`src/rtl/sym_packer_pkg.sv`:
```
// rtl/sym_packer_pkg.sv - shared widths and helpers for the symbol packer
package sym_packer_pkg;

    function automatic int clog2(input int value);
        int bits;
        bits = 0;
        while ((1 << bits) < value) begin
            bits = bits + 1;
        end
        return bits;
    endfunction

    localparam int DEF_SYM_W = 2;
    localparam int DEF_SYMS  = 4;
    localparam int DEF_CNT_W = 16;

    localparam int WORD_W = DEF_SYM_W * DEF_SYMS;
    localparam int IDX_W  = clog2(DEF_SYMS);
    localparam int OCNT_W = IDX_W + 1;

endpackage

```
`src/rtl/sym_out_reg.sv`:
```
// rtl/sym_out_reg.sv - output holding register with valid/ready and transfer counter
module sym_out_reg #(
    parameter int WW    = 8,
    parameter int OW    = 3,
    parameter int CNT_W = 16
) (
    input  logic             clk,
    input  logic             rst,
    input  logic             load,
    input  logic [WW-1:0]    load_word,
    input  logic [OW-1:0]    load_cnt,
    input  logic             out_ready,
    output logic [WW-1:0]    out_word,
    output logic [OW-1:0]    out_cnt,
    output logic             out_valid,
    output logic [CNT_W-1:0] words_sent
);

    logic xfer;

    assign xfer = out_valid && out_ready;

    // The parent only asserts load when the slot is free, so a reload
    // never overwrites a word that has not been taken.
    always_ff @(posedge clk or negedge rst) begin
        if (!rst) begin
            out_word   <= '0;
            out_cnt    <= '0;
            out_valid  <= 1'b0;
            words_sent <= '0;
        end else begin
            if (load) begin
                out_word  <= load_word;
                out_cnt   <= load_cnt;
                out_valid <= 1'b1;
            end else if (xfer) begin
                out_valid <= 1'b0;
            end
            if (xfer) begin
                words_sent <= words_sent + 1'b1;
            end
        end
    end

endmodule

```
`src/rtl/sym_packer.sv`:
```
// rtl/sym_packer.sv - packs 2-bit symbols LSB-first into words with flush support
module sym_packer
    import sym_packer_pkg::*;
#(
    parameter int SYM_W = DEF_SYM_W,
    parameter int SYMS  = DEF_SYMS,
    parameter int CNT_W = DEF_CNT_W
) (
    input  logic                        clk,
    input  logic                        rst,
    input  logic [SYM_W-1:0]            in_sym,
    input  logic                        in_valid,
    output logic                        in_ready,
    input  logic                        flush,
    output logic [SYM_W*SYMS-1:0]       out_word,
    output logic [clog2(SYMS):0]        out_cnt,
    output logic                        out_valid,
    input  logic                        out_ready,
    output logic [CNT_W-1:0]            words_sent
);

    localparam int WW = SYM_W * SYMS;
    localparam int IW = clog2(SYMS);
    localparam int OW = IW + 1;
    localparam logic [IW-1:0] LAST = IW'(SYMS - 1);

    logic [WW-1:0] acc;
    logic [WW-1:0] acc_merged;
    logic [IW-1:0] idx;
    logic          flush_pend;
    logic          slot_free;
    logic          in_xfer;
    logic          complete;
    logic          flush_go;
    logic          load;
    logic [WW-1:0] load_word;
    logic [OW-1:0] load_cnt;

    assign slot_free = !out_valid || out_ready;
    assign in_ready  = !flush_pend && ((idx != LAST) || slot_free);
    assign in_xfer   = in_valid && in_ready;
    assign complete  = in_xfer && (idx == LAST);
    assign flush_go  = flush_pend && slot_free;

    always_comb begin
        acc_merged = acc;
        acc_merged[idx*SYM_W +: SYM_W] = in_sym;
    end

    // A pending flush blocks input, so completion and flush service never coincide.
    assign load      = complete || (flush_go && (idx != '0));
    assign load_word = complete ? acc_merged : acc;
    assign load_cnt  = complete ? OW'(SYMS) : OW'(idx);

    always_ff @(posedge clk or negedge rst) begin
        if (!rst) begin
            acc        <= '0;
            idx        <= '0;
            flush_pend <= 1'b0;
        end else begin
            if (complete || flush_go) begin
                acc <= '0;
                idx <= '0;
            end else if (in_xfer) begin
                acc <= acc_merged;
                idx <= idx + 1'b1;
            end
            if (flush_pend) begin
                if (slot_free) begin
                    flush_pend <= 1'b0;
                end
            end else if (flush) begin
                flush_pend <= 1'b1;
            end
        end
    end

    sym_out_reg #(
        .WW    (WW),
        .OW    (OW),
        .CNT_W (CNT_W)
    ) u_out_reg (
        .clk        (clk),
        .rst        (rst),
        .load       (load),
        .load_word  (load_word),
        .load_cnt   (load_cnt),
        .out_ready  (out_ready),
        .out_word   (out_word),
        .out_cnt    (out_cnt),
        .out_valid  (out_valid),
        .words_sent (words_sent)
    );

endmodule

```
`config.mk`:
```
export PLATFORM = sky130hd
export DESIGN_NAME = sym_packer
export DESIGN_NICKNAME = d
export VERILOG_FILES = /design/src/rtl/sym_packer_pkg.sv /design/src/rtl/sym_out_reg.sv /design/src/rtl/sym_packer.sv
export SDC_FILE = /design/constraint.sdc
export NUM_CORES = 1
export LEC_CHECK = 0
export CAP_MARGIN = 20
export CORE_MARGIN = 8
export CORE_UTILIZATION = 55
export DETAILED_ROUTE_END_ITERATION = 10
export PLACE_DENSITY_LB_ADDON = 0.25
export SYNTH_ARGS = -nofsm -noshare
export SYNTH_HDL_FRONTEND = slang
export SYNTH_HIERARCHICAL = 1
export SYNTH_SLANG_ARGS = --single-unit
```
`constraint.sdc`:
```
create_clock -name clk -period 4.4 [get_ports clk]
set_clock_uncertainty 0.15 [all_clocks]
set_input_delay 0.66 -clock clk [delete_from_list [all_inputs] [get_ports clk]]
set_output_delay 0.66 -clock clk [all_outputs]
set_load 0.005 [all_outputs]
```
Word-level counts from Yosys, hierarchy flattened --
Cells that the tools add are included. W data, S select, Z words.
Storage, ports and cells: memories kept 0, input port bits 7, bits in latches 0, ROM bits 0, register bits 39, memory bits (writable) 0
Cells by class: reductions and logical operators 15, multiply operators 0, $add $sub $neg 3, equality and inequality tests 2, mux-type cells 12, divide/modulo/power cells 0, shift operators 2, bitwise operators 0, $lt $le $gt $ge 0
Operator list (count):
- $neg A3 Y34 | 1
- $shift A2 B34 Y8 const A | 1
- $shiftx A2 B34 Y8 | 1
- $mux W8 | 3
- $add A16 B1 Y16 const B | 1
- $bwmux W8 | 1
- $logic_and A1 B1 Y1 | 6
- $reduce_bool A2 Y1 | 3
- $mux W1 | 5
- $logic_or A1 B1 Y1 | 4
- $mux W2 | 2
- $mux W3 | 1
- $add A2 B1 Y2 const B | 1
- $eq A2 B2 Y1 const B | 1
- $logic_not A1 Y1 | 2
- $ne A2 B2 Y1 const B | 1

Longest topological paths before layout --
Gate-level depths: netlist (run 1).
word-level depth 8, gate-level depth with buffers 8, depth with buffers taken out 6

By module --
The synthesis (run 1) kept the hierarchy.
By module, submodules not included:
- sym_out_reg | instances 1, area each 1139.8 um2, cells each 81, sequential area each 700.7 um2
- sym_packer | instances 1, area each 784.5 um2, cells each 73, sequential area each 275.3 um2

Worst setup path after synthesis (run 1) --
Ideal clock, no wire load.
path kind register to register, start point register idx[0], end point register u_out_reg.out_cnt[2], path buffers 3, stages on the path, launching flop included 9, clock period less this slack 2205 ps, required time 4125 ps, data arrival time 1930 ps, slack 2195 ps, library setup time 125 ps, cells stage by stage dfrtp_1 -> ha_1 -> and3b_1 -> buf_6 -> and2_4 -> buf_6 -> a31o_2 -> buf_2 -> mux2_2
Between the ends: longest elaborated chain between the ends 6
RTL lines:
- start, declared | line sym_packer.sv:29 | logic [IW-1:0] idx;
- start signal, assigned | line sym_packer.sv:66 | idx <= idx + 1'b1;
- $ne A2 B2 Y1 | line sym_packer.sv:40 | assign in_ready = !flush_pend && ((idx != LAST) || slot_free);
- $logic_or A1 B1 Y1 | line sym_packer.sv:40
- $logic_and A1 B1 Y1 | line sym_packer.sv:40
- $logic_and A1 B1 Y1 | line sym_packer.sv:41 | assign in_xfer = in_valid && in_ready;
- $logic_and A1 B1 Y1 (*) | line sym_packer.sv:42 | assign complete = in_xfer && (idx == LAST);
- net complete | line sym_packer.sv:33 | logic complete;
- $logic_or A1 B1 Y1 (*) | line sym_packer.sv:51 | assign load = complete || (flush_go && (idx != '0));
- net load | line sym_packer.sv:35 | logic load;
- end signal, assigned | line sym_out_reg.sv:34 | out_cnt <= load_cnt;
- end, declared | line sym_out_reg.sv:14 | output logic [OW-1:0] out_cnt,
Mark *: on every way through the listed nets, which the timed path passes. The rest lies on a longest branch. A chain may end at the register's enable or synchronous reset.

Worst setup path after layout (run 1) --
start point input out_ready, end point output in_ready
Between the ends: longest elaborated chain between the ends 3
RTL lines:
- start, declared | line sym_packer.sv:18 | input logic out_ready,
- $logic_or A1 B1 Y1 | line sym_packer.sv:39 | assign slot_free = !out_valid || out_ready;
- $logic_or A1 B1 Y1 | line sym_packer.sv:40
- $logic_and A1 B1 Y1 | line sym_packer.sv:40
- end, declared | line sym_packer.sv:13 | output logic in_ready,
No other way between the ends.

==> run summary, run 1 <==
The flow ran to the end, and the final reports show no timing, DRC or antenna violations. The number of distinct standard cells referenced by the synthesized netlist is 37. The clock transition at the registers of the reported paths came out at 110 ps. The completed layout was analyzed and its total power is 1.07 mW.

0 antenna diodes ended up in the layout. By startpoint and endpoint, the worst setup path is classified as in -> out. Port buffering added 35 buffers. The power density relative to cell area came out at 456 mW/mm^2.

The effective utilization at floorplan came out at 57.7%. The core outline area came out at 0.00334 sq mm. The number of antenna violations at the first check in global routing came out at 0. The count of nets left with antenna violations once routing finished came out at 0. The area growth from synthesis to layout is 22.4%. The number of setup violations in the final report came out at 0. The final RePlAce weighted congestion is 0.865. Of the post-synthesis cell area, the dominant cell type holds 50.7%. The routed length per placed instance came out at 17.9 um. Cells with a size suffix above 1 make up 17.2% of the layout. For the pin with the worst max-slew slack, the measured transition is 835 ps. The via total after detailed routing came out at 1399. The number of placed cells counting well taps is 230. Global routing used 16.7% of the available tracks. The number of levels in the clock H-tree came out at 2. The worst setup path is launched from an input port. The clock buffer count from CTS is 5.

The count of endpoints failing hold in the final timing report is 0. The HPWL after detailed placement came out at 3.16 mm. The post-synthesis cell type with the largest combined area is dfrtp_1. The vias per cell came out at 5.88. The count of state elements after synthesis came out at 39.

The clock tree from TritonCTS is yes. The leftover overflow at the end of global routing came out at 0. The static leakage is 1.04 nW. The highest fanout seen on the critical path came out at 7. The part of the cycle the worst path needs is 63.8%. The buffer count from post-CTS setup fixing came out at 0. The number of global-route vias before repair came to 1467. The clock latency on the worst-skew pair is 340 ps. The area of the die is 0.00565 sq mm.

The detailed-routing iteration count for the pre-antenna-repair pass came out at 4. The boundary pin count came out at 36. In the final design database the tool counted 205 nets. The relative slew slack came out at 44.3%. The per-instance average area after synthesis came out at 12.5 sq um. The first global-routing pass estimated 7.19 mm of wire.

In this run, the number of DRC markers left after iteration 0 of detailed routing was 91. The worst setup slack after placement came out at 1510 ps. The final routed DRC violation total is 0. The final standard cell area without fillers came out at 0.00236 sq mm.

The worst IR drop on VDD is 0.385 mV. The floorplan step set the die width to 75.2 um. The final worst-path setup slack came out at 1590 ps. The required arrival time at the worst endpoint came out at 3590 ps. Adding up every negative setup slack in the final design gives 0 ps. The arrival time of data at the critical path endpoint is 2000 ps. Once placement finished, the instance area stood at 0.00228 sq mm. The non-filler instance count after layout came out at 238. The final core area utilization came out at 70.6%. The synthesized instance count is 154.

The total wire length after detailed routing came out at 4.25 mm. The clock sink total came out at 39. The minimum clock period after layout is 2810 ps. Clock tree synthesis selected as its root buffer the cell clkbuf_4. The number of max-slew violations in the final report came out at 0.

The summed instance area of the synthesized netlist is 0.00192 sq mm. The fmax is 356 MHz. The pin count of the biggest net entering global routing came out at 40. The net count after synthesis came out at 168. The register-to-register setup slack came out at 2090 ps. The maximum buffer depth of the clock tree came out at 2. The fill cell total of the finished layout came out at 268. The hold buffer count at cts is 0. The min-delay analysis places its worst path in the category in -> async. The post-cts sizing count is 0.

The die is 75.2 um tall. The sequential share of the synthesized area is 50.7%. The total number of placement rows came out at 21. Sorting the synthesized cells by area gives the leading types as dfrtp_1 51%, mux2_2 8.2%, a32o_1 6.2%. During synthesis, Yosys emitted a total of 6 warnings. The number of maximum-capacitance violations is 0. The worst hold-check slack is 247 ps. Setup repair after global routing left no endpoint under its margin. STA classifies the critical path endpoint as an output pin.
-- metal layers --
layer | GRT usage (%) | share of wire (%) | routed length [um]
met5 | 0 | 0 | 0
met4 | 5.97 | 1.4 | 61
met1 | 19.0 | 41 | 1740
met2 | 28.5 | 53 | 2240
met3 | 5.73 | 5.1 | 216
-- cell usage after synthesis --
master     count
and3_2         1
or2_2          1
a31oi_1        2
nor3b_1        1
xor2_1         2
a31o_2         1
and3_1         1
and2_1         1
nor2b_1        3
ha_1           7
nand2b_1       1
nor2_4         1
o21ai_1        1
buf_2          2
a22o_1         1
nand3_1       10
and4_4         2
and4b_1        1
inv_1          4
nor3b_2        1
o221ai_1       3
and4_1         3
nand4_2        1
a21o_1         1
nor2_1         4
and3b_1        1
xnor2_1       13
or3b_4         1
buf_6          3
o2bb2ai_1      2
and2_4         1
dfrtp_1       39
mux2_2        14
nand2_1        4
nand4_1        3
a32o_1        12
a21oi_1        5
-- layout by cell type (no fill, tap or decap), drive strengths merged, types with 3 or more instances in the layout --
master / count
dfrtp: 39
clkdlybuf4s50: 34
mux2: 14
xnor2: 13
a32o: 12
nand3: 10
ha: 7
clkbuf: 7
a21oi: 5
nor2: 5
and4: 5
inv: 4
nand2: 4
nand4: 4
nor2b: 3
o221ai: 3
-- power by group --
| part | internal (mW) | switching, mW | leakage (nW) |
|---|---|---|---|
| sequential | 0.417 | 0.0690 | 0.530 |
| combinational | 0.201 | 0.176 | 0.468 |
| clock | 0.0934 | 0.118 | 0.0375 |
| total | 0.712 | 0.362 | 1.04 |
-- area by class of cell --
class	count	area [sq um]	area share, %
clock buffer	7	65.1	2.76
clock inverter	1	7.51	0.319
inverter	4	15.0	0.637
multi-input combinational	106	890	37.8
sequential	39	976	41.4
tap	46	57.6	2.44
timing repair buffer	35	345	14.7
-- cell families after synthesis --
family,after synthesis,synth area share (%)
fa+ha+maj,7,4.55
compound gates,28,12.0
xor+xnor,15,6.83
flops,39,50.7
buf+inv,9,3.06
simple gates,42,14.6
mux,14,8.19
-- worst max-delay path, stage by stage --
cell	delay (ps)
clkdlybuf4s50_1	580
nor2b_1	90
a21oi_1	150
clkdlybuf4s50_1	510
-- worst paths after layout --
kind,start,to,cells past startpoint
worst min-delay path,rst,idx[1],1
max in group asynchronous,rst,acc[6],1
worst max register to register,idx[0],u_out_reg/out_word[6],5
worst max-delay path,out_ready,in_ready,4
min in group clk,u_out_reg/words_sent[15],u_out_reg/words_sent[15],1
worst min register to register,u_out_reg/words_sent[15],u_out_reg/words_sent[15],1
-- sequential cells by signal, indices dropped and copies added, names as in the netlist --
name                  flops
idx                       2
u_out_reg/out_word        8
flush_pend                1
u_out_reg/out_cnt         3
acc                       8
u_out_reg/words_sent     16
u_out_reg/out_valid       1
(Power assumes the default switching activity.)
==> inputs of run 2 (changes only) <==
- CORE_UTILIZATION: 55 -> 46
- clock period: 4.4 -> 2.4 ns (I/O delays scaled with it)
==> run 2 against run 1 <==
Non-clock buffer count is 3 higher. Sequential share of layout area is 1.5 points lower. Utilization is 10 points lower. Design area is 3.7% higher. Sequential power is 84% higher. Global-route usage is 2.4 points lower. Critical path depth is 1 lower. Critical path type is now reg -> out.
==> run summary, run 2 (synthesized netlist as in run 1, its figures left out) <==
The number of antenna violations at the first check in global routing came out at 0 (unchanged). The static leakage is 1.08 nW (+4.2%). The routed length per placed instance came out at 17.3 um (-3.3%).

The count of routing violations after the opening detailed-route iteration came out at 153 (+68%). The number of buffers inserted by port buffering is 35 (unchanged). The power density relative to cell area is 914 mW/mm^2 (+100%).

The clock sink total came out at 39 (unchanged). The maximum buffer depth of the clock tree came out at 2 (unchanged). The final routed DRC violation total is 0 (unchanged). The part of the cycle the worst path needs came out at 93.0%.

The number of antenna diodes is 0 (unchanged). The HPWL after detailed placement is 3.09 mm (-2.2%). STA classifies the critical path startpoint as a flop. The fmax is 448 MHz. The count of endpoints failing hold in the final timing report came out at 0 (unchanged). Relative to the synthesized area, the layout overhead comes to 27.0%. The number of global-route vias before repair came to 1528 (+4.2%).

The boundary pin count is 36 (unchanged). The run finished with clean final reports. The fill cell total of the finished layout came out at 331 (+24%). The largest registers in the layout are u_out_reg/words_sent x16, acc x8, u_out_reg/out_word x8. The detailed-routing iteration count for the pre-antenna-repair pass came out at 4 (unchanged). The final core area utilization is 60.7% (-10 points). The required arrival time at the worst endpoint came out at 1890 ps (-1700 ps). The total area of multi-input combinational cells came out at 890 sq um (unchanged).

The hold buffer count at cts came out at 0 (unchanged). The via total after detailed routing came to 1387 (-0.86%). The largest register by flop count is u_out_reg/words_sent.

The vias per cell came out at 5.66 (-3.7%). The worst IR drop on VDD was 0.589 mV (+53%). The number of routed nets with antenna violations came out at 0 (unchanged).

The path type of the worst setup path is reg -> out. The clock tree from TritonCTS is yes. The clock transition at the registers of the reported paths was 70 ps (-40 ps). The global-route wire length before repair was 7.29 mm (+1.3%). The total routing usage reported by global routing came out at 14.3% (-2.4 points). The buffer count from post-CTS setup fixing came out at 0 (unchanged). STA classifies the critical path endpoint as an output pin. The core outline area was 0.00403 sq mm (+21%).

The number of nets at the end of the flow is 208 (+1.5%). The final RePlAce weighted congestion came to 0.839 (-3.1%). The register-to-register setup slack came out at 300 ps (-1790 ps). The number of cells on the worst reg-to-reg path came out at 5 (unchanged). The number of maximum-capacitance violations is 0 (unchanged). The effective utilization at floorplan is 47.8% (-9.9 points). The worst-margin pin slew is 869 ps (+33.7 ps). The path class of the tightest hold or removal check is in -> async. The number of setup violations in the final report is 0 (unchanged).

The endpoint of the worst-slack reg-to-reg timing path is u_out_reg/out_word[3]. The minimum clock period after layout came out at 2230 ps. The worst register-to-register path begins at idx[0]. The total area of sequential cells came out at 976 sq um (unchanged). The height of the die is 80.7 um (+7.4%). The library cell used most frequently in the layout, excluding fill and tap cells, is dfrtp_1. The clock latency on the worst-skew pair came out at 280 ps (-60 ps). The root buffer cell is clkbuf_8. The clock buffer count from CTS is 5 (unchanged). The highest fanout seen on the critical path is 8 (+1). The library cells used most frequently in the layout, excluding fill and tap cells, are 39 x dfrtp_1, 34 x clkdlybuf4s50_1, 14 x mux2_2. The area of the die came to 0.00651 sq mm (+15%). The number of levels in the clock H-tree is 2 (unchanged). The number of max-slew violations in the final report came out at 0 (unchanged).

The pin count of the biggest net entering global routing came to 40 (unchanged). The die outline width came out at 80.7 um (+7.4%). The post-cts sizing count came out at 0 (unchanged). The relative slew slack came to 42.1% (-2.2 points). The arrival time of data at the critical path endpoint is 1720 ps (-280 ps). The total number of placement rows came to 23 (+9.5%).

The fraction of layout instances using a drive strength above 1 was 17.9% (+0.76 points). The total wire length after detailed routing was 4.23 mm (-0.47%). The number of flip-flops under the largest register name is 16 (unchanged). The summed negative setup slack over all endpoints came out at 0 ps (unchanged). The leftover overflow at the end of global routing is 0 (unchanged). Setup repair after global routing left no endpoint under its margin.
==> run 2: changes by cell type in the layout (fill, tap and decap cells not counted), sizes merged <==
cell / change
buf: +3
clkbuf: -1
clkinvlp: -1
bufinv: +2
==> run 2: power by group <==
part	switching, mW	internal (mW)	total [mW]
registers	0.129	0.765	0.895
logic	0.321	0.377	0.699
clock network	0.224	0.415	0.639
total	0.674	1.56	2.23
==> run 2: worst max-delay path by stage <==
stage	slack, ps	from	endpoint	cells after the start
after floorplan	190	idx[0]	u_out_reg/out_cnt[2]	8
after global placement	220	out_ready	in_ready	4
after detailed placement	140	out_ready	u_out_reg/out_word[7]	5
after CTS	150	idx[0]	in_ready	3
after global routing	60	idx[0]	in_ready	3
final	170	idx[0]	in_ready	3
==> run 2: cell type report <==
class / instances / share of cell area, %
inverters: 4 / 0.614
clock inverters: 2 / 2.46
multi-input cells: 106 / 36.4
repair buffers: 38 / 15.1
flip-flops and latches: 39 / 39.9
clock buffers: 6 / 2.97
well taps: 50 / 2.56
==> run 2: metal layers <==
layer	vias to the layer above	track usage, %	part of all wire, %
met5	-	0	0
met1	685	16.5	42
met3	6	4.91	7.1
li1	655	-	-
met2	41	23.5	50
met4	0	6.07	0.85
==> run 2: worst max-delay path, cell delays in order (launching register included) <==
cell and delay [ps]:
dfrtp_1 470, ha_1 300, a21oi_1 150, clkdlybuf4s50_1 510
==> run 2: through the flow <==
stage               power, mW  hold slack, ps  setup WS (ps)  cells  cell area, sq um
floorplan                1.30           -85.6            195    154              1920
global placement         1.58             309            222    237              2310
detailed placement       1.61             317            143    237              2310
CTS                      2.26            56.4            153    245              2440
global route             2.37             101           63.3    245              2440
finish                   2.23            34.6            167    245              2440
